$ cat src/rtl/mux8_rr_arbiter.sv
// mux8_rr_arbiter: shares one byte-wide valid/ready output channel among eight
// requesters.
//
// A grant covers a burst of up to MAX_BURST beats. The burst ends early on the
// granted source's `last` marker. Between bursts there is always one idle
// cycle, and re-arbitration happens during that cycle.
//
// Build option:
//   MUX8_ARB_FIXED_PRIO_EN - when defined, the idle-state choice is fixed
//   priority (lowest index wins) and no round-robin pointer is kept. When
//   undefined (the default), arbitration is round-robin starting at source 0.

module mux8_rr_arbiter #(
    parameter int unsigned MAX_BURST = 4
) (
    input  logic        clk,
    input  logic        reset_n,
    input  logic [7:0]  req,
    input  logic [7:0]  last,
    input  logic [63:0] d_in,
    output logic [7:0]  gnt,
    output logic [2:0]  sel,
    output logic [7:0]  out_data,
    output logic        out_valid,
    input  logic        out_ready,
    output logic        beat_ack
);

    localparam int unsigned CntW = $clog2(MAX_BURST) + 1;
    localparam logic [CntW-1:0] CntMax = CntW'(MAX_BURST - 1);

    typedef enum logic [0:0] {
        StIdle,
        StBusy
    } state_e;

    state_e          state_q, state_d;
    logic [7:0]      gnt_q, gnt_d;
    logic [2:0]      sel_q, sel_d;
    logic            valid_q, valid_d;
    logic [CntW-1:0] cnt_q, cnt_d;

    logic            any_req;
    logic [2:0]      winner;
    logic            ack;
    logic            burst_end;

    assign any_req = |req;
    assign ack     = valid_q & out_ready;

    // With MAX_BURST == 1, CntMax is 0 and cnt_q never leaves 0. Every beat
    // therefore ends the burst, whatever `last` says.
    assign burst_end = last[sel_q] | (cnt_q == CntMax);

`ifdef MUX8_ARB_FIXED_PRIO_EN

    // Fixed priority: lowest set request index wins.
    always_comb begin
        winner = 3'd0;
        for (int i = 7; i >= 0; i--) begin
            if (req[i]) begin
                winner = 3'(i);
            end
        end
    end

`else

    logic [2:0] last_gnt_q, last_gnt_d;
    logic [2:0] rr_idx;
    logic       rr_found;

    // Round-robin: scan last_gnt+1 .. last_gnt+8 (mod 8).
    // The source served last is therefore checked last.
    always_comb begin
        winner   = 3'd0;
        rr_idx   = 3'd0;
        rr_found = 1'b0;
        for (int unsigned k = 1; k <= 8; k++) begin
            rr_idx = last_gnt_q + 3'(k);
            if (!rr_found && req[rr_idx]) begin
                winner   = rr_idx;
                rr_found = 1'b1;
            end
        end
    end

    // Round-robin pointer. Reset to 7 so that source 0 is served first.
    always_ff @(posedge clk or negedge reset_n) begin
        if (!reset_n) begin
            last_gnt_q <= 3'd7;
        end else begin
            last_gnt_q <= last_gnt_d;
        end
    end

    // Pointer advances to the source whose burst just completed.
    always_comb begin
        last_gnt_d = last_gnt_q;
        if (state_q == StBusy && ack && burst_end) begin
            last_gnt_d = sel_q;
        end
    end

`endif

    // State and registered outputs. Reset drops any grant immediately, and an
    // in-flight beat is lost.
    always_ff @(posedge clk or negedge reset_n) begin
        if (!reset_n) begin
            state_q <= StIdle;
            gnt_q   <= 8'd0;
            sel_q   <= 3'd0;
            valid_q <= 1'b0;
            cnt_q   <= '0;
        end else begin
            state_q <= state_d;
            gnt_q   <= gnt_d;
            sel_q   <= sel_d;
            valid_q <= valid_d;
            cnt_q   <= cnt_d;
        end
    end

    // Next-state logic. Grant on any request in idle.
    // In busy, the grant is held until a handshake ends the burst.
    always_comb begin
        state_d = state_q;
        gnt_d   = gnt_q;
        sel_d   = sel_q;
        valid_d = valid_q;
        cnt_d   = cnt_q;
        unique case (state_q)
            StIdle: begin
                if (any_req) begin
                    state_d = StBusy;
                    gnt_d   = 8'd1 << winner;
                    sel_d   = winner;
                    valid_d = 1'b1;
                    cnt_d   = '0;
                end
            end
            StBusy: begin
                // A request drop without a handshake is ignored; there is no
                // abort path.
                if (ack) begin
                    if (burst_end) begin
                        state_d = StIdle;
                        gnt_d   = 8'd0;
                        valid_d = 1'b0;
                        cnt_d   = '0;
                    end else begin
                        cnt_d = cnt_q + CntW'(1);
                    end
                end
            end
            default: begin
                state_d = StIdle;
            end
        endcase
    end

    // Outputs: registered grant state plus the data mux driven by the
    // registered select.
    always_comb begin
        gnt       = gnt_q;
        sel       = sel_q;
        out_valid = valid_q;
        beat_ack  = ack;
        out_data  = d_in[{sel_q, 3'b000} +: 8];
    end

endmodule

$ cat config.mk
export PLATFORM = sky130hd
export DESIGN_NAME = mux8_rr_arbiter
export DESIGN_NICKNAME = d
export VERILOG_FILES = /design/src/rtl/mux8_rr_arbiter.sv
export SDC_FILE = /design/constraint.sdc
export NUM_CORES = 1
export LEC_CHECK = 0
export BUFFER_PORTS_ARGS = -buffer_cell sky130_fd_sc_hd__buf_2
export CORE_UTILIZATION = 25
export CTS_BUF_LIST = sky130_fd_sc_hd__clkbuf_2
export DETAILED_ROUTE_END_ITERATION = 8
export PLACE_DENSITY = 0.52
export SYNTH_ARGS = -nofsm -noshare
export SYNTH_HDL_FRONTEND = slang
export SYNTH_SLANG_ARGS = --single-unit
$ cat constraint.sdc
create_clock -name clk -period 3.3 [get_ports clk]
set_input_delay 0 -clock clk [delete_from_list [all_inputs] [get_ports clk]]
set_output_delay 0 -clock clk [all_outputs]
set_load 0.02 [all_outputs]
# After elaboration in Yosys (flattened, before gate mapping)
# Cells that the tools add are included.
# op_classes
shift,2
muxes,49
bitwise_logic,3
magnitude_cmp,9
n_reduce_logical,20
eq_ne,4
addsub,8
# op_table
operator,count
64-bit by 7-bit variable part select with 8-bit output,1
3-bit by 4-bit less-than comparator with 1-bit output (second input constant),9
3-bit two-way mux,11
1-bit binary-select mux with 3-bit select,9
8-bit two-way mux,3
1-bit two-way mux,22
8-bit case mux with 2 select lines,1
3-bit adder (second input constant),4
1-bit logical AND,9
8-bit OR reduction,1
1-bit by 3-bit << shifter with 8-bit output (first input constant),1
1-bit logical NOT,7
3-bit by 1-bit adder with 3-bit output (second input constant),2
3-bit by 2-bit adder with 3-bit output (second input constant),2
3-bit case mux with 2 select lines,1
2-bit by 1-bit inequality test with 1-bit output (second input constant),2
1-bit case mux with 2 select lines,2
2-bit AND reduction,2
3-bit by 2-bit equality test with 1-bit output (second input constant),1
3-bit AND reduction,1
2-bit inequality test (second input constant),1
1-bit AND,1
1-bit inverter,1
1-bit bitwise OR,1
# word_totals
word_cells,101
regBits,19

# Longest topological paths before layout
# Gate-level depths: netlist (run 1).
# logic_depth
ltp_word,28
ltp_mapped,13

# Least setup slack after synthesis (run 1)
# Ideal clock, no wire load.
# synth_path
path_type,register to register
start,reg last_gnt_q[1]
end,reg gnt_q[0] (netlist: gnt[0])
slack_ns,-0.295
period_less_slack_ns,3.595
setup_ns,0.067
stages_incl_launch_ff,13
path_buffers,4
arrival_ns,3.527
required_time_ns,3.233
path_cell_list,dfstp_2 > buf_2 > clkbuf_1 > inv_1 > ha_1 > clkbuf_1 > clkbuf_1 > mux4_2 > and2_1 > a221oi_1 > nand2_1 > o211ai_2 > a32o_1
# synth_between
elab_chain_cells,28
word_cells_on_any_way,55
classes_between,add/sub (7); shift (1); mux (33); reduce/logical (14)
# synth_lines
element,line_no,text
"start, declared",69,"logic [2:0] last_gnt_q, last_gnt_d;"
"start signal, assigned",93,last_gnt_q <= last_gnt_d;
3-bit by 1-bit adder with 3-bit output,80,rr_idx = last_gnt_q + 3'(k);
1-bit binary-select mux with 3-bit select,81,if (!rr_found && req[rr_idx]) begin
1-bit two-way mux (not written as such),81,
1-bit two-way mux,81,
1-bit logical NOT,81,
1-bit logical AND,81,
1-bit two-way mux,81,
1-bit logical NOT,81,
[12 not listed],n/a,
1-bit logical AND,81,
1-bit two-way mux,81,
1-bit logical NOT,81,
1-bit logical AND,81,
3-bit two-way mux *,81,
1-bit by 3-bit << shifter with 8-bit output *,137,gnt_d = 8'd1 << winner;
8-bit two-way mux *,135,if (any_req) begin
8-bit case mux with 2 select lines *,133,unique case (state_q)
"end signal, assigned",118,gnt_q <= gnt_d;
"end, declared",38,"logic [7:0] gnt_q, gnt_d;"
# Mark *: on every way between the ends. The rest lies on a longest branch, timed or not. The select of a mux whose other input is x is not followed.
# A chain may end at the register's enable or synchronous reset.

# Final worst setup path (run 1)
# layout_path
start,reg last_gnt_q[0]
end,reg gnt_q[5] (netlist: gnt[5])
# The elaborated chain is that of the path after synthesis.

==> flow_metrics.env, run 1 <==
export IMPL_status="finished, final reports clean"
export IMPL_required_ps=3530
export IMPL_vias=2252
export IMPL_grt_setup_unrepaired="no"
export IMPL_relSlewSlack_pct=61.9
export IMPL_wl_met3_um=488
export IMPL_synthArstFlopShare_pct=100
export IMPL_drc=0
export IMPL_antenna_found_initial=0
export IMPL_worstPathArrival_ps=3330
export IMPL_design_core_area_um2=9200
export IMPL_n_antenna_cell=0
export IMPL_grt_pass1_wl_mm=11.1
export IMPL_die_h_um=99.2
export IMPL_worst_pin_slew_ps=568
export IMPL_top_layer="met4"
export IMPL_synth_most_common_cell="mux4_2"
export IMPL_crit_fanout=16
export IMPL_fin_crit_sh_pct=94.1
export IMPL_yosysWarnings=0
export IMPL_clkTransAtPathRegs_ps=180
export IMPL_dp_hpwl_mm=5.38
export IMPL_finalNetCount=399
export IMPL_finalHoldViolCount=0
export IMPL_grt_usage_pct=13.9
export IMPL_synth_area_per_cell_um2=11.4
export IMPL_synth_seq_area_share_pct=20.3
export IMPL_die_width_um=99.2
export IMPL_cts_buffers=3
export IMPL_total_leakage_power_nw=1.34
export IMPL_start_util_pct=25.7
export IMPL_hold_ws_ps=132
export IMPL_startpoint_type="flip-flop"
export IMPL_synth_top_cell_area_share_pct=31.5
export IMPL_wl_mm=6.68
export IMPL_yosys_cell_types_count=53
export IMPL_synthTopCellsByCount="mux4_2, nand2_1, dfrtp_1, mux2_2, mux2i_1"
export IMPL_drt_pre_antenna_iters=4
export IMPL_num_fill_cells=949
export IMPL_dieArea_um2=9840
export IMPL_multi_input_area_um2=1810
export IMPL_period_needed_ps=3110
export IMPL_slowest_delay_ps=600
export IMPL_finalSetupTns_ps=0
export IMPL_syn_to_final_growth_pct=30.1
export IMPL_reg2reg_depth=8
export IMPL_synth_ff_type="dfrtp_1"
export IMPL_insertion_delay_ps=320
export IMPL_slew_viol_final=0
export IMPL_drive_gt1_share_pct=58.2
export IMPL_ioPinCount=104
export IMPL_rows=35
export IMPL_clock_sinks=19
export IMPL_root_buffer="clkbuf_2"
export IMPL_clockBufferDepth=2
export IMPL_syn_nets=294
export IMPL_vdd_drop_max_mv=0.307
export IMPL_overflow=0
export IMPL_setup_viol=0
export IMPL_fmax_mhz=322
export IMPL_drt_initial_drc_count=84
export IMPL_cpMostUsedCell="a31oi_1"
export IMPL_io_buffers=103
export IMPL_htree_levels=1
export IMPL_register_area_um2=483
export IMPL_finClkSkew_ps=7.02
export IMPL_synth_area_leaders="mux4_2, dfrtp_1, mux2_2"
export IMPL_crit_path_top_delay_cell="dfstp_2"
export IMPL_synth_edf_count=0
export IMPL_grt_max_degree=22
export IMPL_end_kind="flip-flop"
export IMPL_wl_met1_mm=2.76
export IMPL_wire_per_inst_um=15.8
export IMPL_place_congestion=0.866
export IMPL_synth_seq_cells=19
export IMPL_syn_area_um2=2360
export IMPL_worstPathCellList="buf_4 -> mux2_4 -> mux4_2 -> nor3_1 -> a32oi_1 -> a31oi_1 -> a31oi_1 -> a32o_1"
export IMPL_vias_per_cell=5.34
export IMPL_hold_path_class="input pin to async pin"
export IMPL_cts_tree="done"
export IMPL_critPathKind="flip-flop to flip-flop"
export IMPL_max_cap_violations=0
export IMPL_grt_pass1_vias=2248
export IMPL_antenna_left=0
export IMPL_synth_cells=207
export IMPL_powerDensity_nw_per_um2=1020
export IMPL_wl_met2_mm=3.40
export IMPL_synth_top_area_cell="mux4_2"
[per-layer routing]
metal	global-route usage, %	vias up
met5	0	-
met4	1.47	0
met3	1.90	5
met2	25.5	114
met1	18.0	1079
li1	-	1054
[path summary, 6_finish.rpt]
check / from / end / slack, ps
max in group asynchronous: reset_n / last_gnt_q[0]$_DFFE_PN1P_ / 2850
min in group clk: out_ready / cnt_q[0]$_DFFE_PN0P_ / 170
max: last_gnt_q[0]$_DFFE_PN1P_ / gnt[5]$_DFFE_PN0P_ / 190
min: reset_n / gnt[4]$_DFFE_PN0P_ / 130
min reg2reg: gnt[3]$_DFFE_PN0P_ / gnt[3]$_DFFE_PN0P_ / 500
max reg2reg: last_gnt_q[0]$_DFFE_PN1P_ / gnt[5]$_DFFE_PN0P_ / 190
[report_power, final]
group          internal [W]  total [W]  leakage [nW]  switching [W]
clock             0.0000274   0.000102        0.0164      0.0000743
combinational       0.00121    0.00258          1.08        0.00137
sequential         0.000333   0.000454         0.240       0.000121
[placed cells by master (no fill, tap or decap), drive strengths merged, types with 4 or more instances in the layout]
master,Yosys,final
mux2,20,20
dfrtp,16,16
mux4,33,33
nor2,5,5
nand2,22,22
inv,6,6
mux2i,10,10
buf,7,113
and2,4,4
ha,4,4
a21oi,5,5
nand3b,5,5
o21ai,9,9
a32o,4,4
o31ai,5,5
[sequential cells by signal, summed over array words and instances (netlist names)]
register	count
sel	3
last_gnt_q	3
out_valid	1
cnt_q	3
state_q	1
gnt	8
[area by class of cell]
cell class	count	share of cell area, %
well taps	111	4.52
inverters	6	0.733
flip-flops and latches	19	15.7
multi-input cells	168	58.8
clock inverters	1	0.163
clock buffers	3	0.489
repair buffers	114	19.6
[per-stage QoR]
| step | setup WS (ps) | instances | instance area (um2) | total power (W) | util [%] |
|---|---|---|---|---|---|
| 6_report | 195 | 422 | 3070 | 0.00314 | 33.4 |
| 5_1_grt | 14.1 | 422 | 3070 | 0.00343 | 33.4 |
| 4_1_cts | 150 | 420 | 3050 | 0.00312 | 33.2 |
| 3_5_place_dp | 188 | 415 | 3020 | 0.00301 | 32.8 |
| 3_3_place_gp | 219 | 415 | 3020 | 0.00301 | 32.8 |
| 2_1_floorplan | 21.4 | 207 | 2380 | 0.00245 | - |
[critical path, delay by kind of cell, from the launching register on]
kind,cells,cell delay [ps]
simple gates,1,400
mux,2,930
buf+inv,1,270
flops,1,600
compound gates,4,820
[logic make-up (layout without fill, tap and decap cells)]
logic type	Yosys count	in the layout	share of synthesized area, %
buffers and inverters	20	124	3.97
muxes	63	63	45.9
xor gates and xnor gates	3	3	1.11
AOI/OAI and AO/OA	43	43	13.9
DFF	19	19	20.3
and+or+nand+nor	55	55	12.7
adders and majority gates	4	4	2.12
[what timing repair did]
item                       in CTS  in global routing
hold buffers                    1                  0
hold endpoints to repair       19                  0
buffers inserted                0                  2
setup endpoints to repair       0                  8
gates resized for setup         0                  2
Note: power is estimated with default switching activity, not from simulation.
==> inputs of run 2 (changes only) <==
Settings changed: BUFFER_PORTS_ARGS -buffer_cell sky130_fd_sc_hd__buf_2 to -buffer_cell sky130_fd_sc_hd__buf_4.
==> run 2 against run 1 <==
  * Cell area grew 7.9%
  * Count of clock-buffer cells in the layout grew 1
  * First-iteration DRC count shrank 31%
  * Utilization grew 2.7 points
  * Cell count shrank 0.24%
  * Sequential power shrank 2%
  * Non-clock buffer count shrank 1
  * Die area is the same
  * Total power grew 2.8%
  * Routed wire length grew 5.5%
  * Critical endpoint is now gnt[7]$_DFFE_PN0P_
  * Largest cell class unchanged
==> flow_metrics.env, run 2 (synthesized netlist as in run 1, its figures left out) <==
export IMPL_status="finished, final reports clean"
export IMPL_final_common_cell="buf_4"
export IMPL_drt_pre_antenna_iters=4
export IMPL_dp_hpwl_mm=5.75
export IMPL_grt_pass1_wl_mm=11.4
export IMPL_clockBufferDepth=2
export IMPL_slowest_delay_ps=590
export IMPL_finalNetCount=398
export IMPL_total_leakage_power_nw=1.42
export IMPL_finalSetupTns_ps=0
export IMPL_crit_fanout=16
export IMPL_finClkSkew_ps=3.44
export IMPL_wl_mm=7.05
export IMPL_insertion_delay_ps=300
export IMPL_io_buffers=103
export IMPL_crit_path_top_delay_cell="dfstp_2"
export IMPL_reg2reg_depth=8
export IMPL_die_h_um=99.2
export IMPL_powerDensity_nw_per_um2=972
export IMPL_worst_pin_slew_ps=601
export IMPL_hold_path_class="input pin to async pin"
export IMPL_design_core_area_um2=9200
export IMPL_antenna_left=0
export IMPL_ioPinCount=104
export IMPL_cts_buffers=3
export IMPL_period_needed_ps=3150
export IMPL_max_cap_violations=0
export IMPL_grt_max_degree=22
export IMPL_slew_viol_final=0
export IMPL_required_ps=3520
export IMPL_overflow=0
export IMPL_final_cell_mix="buf_4, mux4_2, nand2_1, mux2_2, dfrtp_1"
export IMPL_grt_pass1_vias=2360
export IMPL_num_fill_cells=917
export IMPL_grt_usage_pct=14.5
export IMPL_root_buffer="clkbuf_2"
export IMPL_die_width_um=99.2
export IMPL_critPathKind="flip-flop to flip-flop"
export IMPL_relSlewSlack_pct=59.6
export IMPL_wire_per_inst_um=16.7
export IMPL_largest_reg_flops=8
export IMPL_syn_to_final_growth_pct=40.4
export IMPL_worstPathArrival_ps=3370
export IMPL_drive_gt1_share_pct=57.7
export IMPL_start_util_pct=25.7
export IMPL_end_kind="flip-flop"
export IMPL_antenna_found_initial=0
export IMPL_worstPathCellList="buf_4 -> mux2_4 -> mux4_2 -> nor4_4 -> a21boi_2 -> o32ai_2 -> or2_1 -> o31ai_1"
export IMPL_grt_setup_unrepaired="no"
export IMPL_vias_per_cell=5.45
export IMPL_total_power_w=0.00322
export IMPL_finalHoldViolCount=0
export IMPL_htree_levels=1
export IMPL_drc=0
export IMPL_cts_tree="done"
export IMPL_vdd_drop_max_mv=0.367
export IMPL_clkTransAtPathRegs_ps=170
export IMPL_place_congestion=0.830
export IMPL_clock_sinks=19
export IMPL_vias=2293
export IMPL_n_antenna_cell=0
export IMPL_register_area_um2=479
export IMPL_startpoint_type="flip-flop"
export IMPL_fin_crit_sh_pct=95.5
export IMPL_fmax_mhz=317
export IMPL_setup_viol=0
export IMPL_multi_input_area_um2=1800
export IMPL_drt_initial_drc_count=58
export IMPL_dieArea_um2=9840
export IMPL_rows=35
-- run 2: what timing repair did --
item                                   in CTS  in global routing
endpoints found under the hold margin      19                  0
buffers inserted                            0                  0
resized for setup                           0                  0
hold buffers                                1                  0
-- run 2: metal layers --
| metal | vias up | share of wire (%) | GRT usage (%) | wire length, um |
|---|---|---|---|---|
| met5 | - | 0 | 0 | 0 |
| met4 | 0 | 0.79 | 2.04 | 56 |
| met3 | 4 | 7.3 | 2.60 | 514 |
| met2 | 110 | 52 | 26.4 | 3650 |
| met1 | 1131 | 40 | 18.2 | 2830 |
| li1 | 1048 | - | - | - |
-- run 2: worst paths after layout --
kind / endpoint / start / slack [ps]
setup / recovery: gnt[7]$_DFFE_PN0P_ / last_gnt_q[0]$_DFFE_PN1P_ / 150
hold / removal: out_valid$_DFFE_PN0P_ / reset_n / 80
setup reg to reg: gnt[7]$_DFFE_PN0P_ / last_gnt_q[0]$_DFFE_PN1P_ / 150
hold reg to reg: gnt[2]$_DFFE_PN0P_ / gnt[2]$_DFFE_PN0P_ / 510
max in group asynchronous: last_gnt_q[1]$_DFFE_PN1P_ / reset_n / 2960
min in group clk: state_q$_DFF_PN0_ / req[1] / 180
-- run 2: area by class of cell --
class                      count  share of cell area, %
timing repair buffer         113                   25.7
multi-input combinational    168                   54.4
inverter                       6                  0.679
clock buffer                   4                  0.604
tap                          111                   4.19
sequential                    19                   14.5
-- run 2: metrics by stage --
| step | worst slack, ps | cell area [um2] | instances | hold slack [ps] | utilization (%) |
|---|---|---|---|---|---|
| finish | 149 | 3320 | 421 | 81.7 | 36.1 |
| global placement | 266 | 3290 | 416 | -113 | 35.7 |
| global route | 48.9 | 3320 | 421 | 78.3 | 36.1 |
| detailed placement | 191 | 3290 | 416 | -109 | 35.7 |
| CTS | 168 | 3320 | 421 | 62.3 | 36.1 |
| floorplan | 21.4 | 2380 | 207 | -296 | - |
-- run 2: where the power goes --
group	total (W)	internal (W)	leakage (nW)	switching [W]
Combinational	0.00268	0.00129	1.16	0.00138
Sequential	0.000447	0.000329	0.239	0.000118
Clock	0.000101	0.0000321	0.0166	0.0000693
Total	0.00322	0.00165	1.42	0.00157
-- run 2: critical path: cells and delay by family, from the launching register on --
| family | cells | cell delay (ps) |
|---|---|---|
| AO/OA/AOI/OAI | 3 | 600 |
| buffers and inverters | 1 | 260 |
| flip-flops | 1 | 590 |
| multiplexers | 2 | 920 |
| AND/OR/NAND/NOR | 2 | 680 |
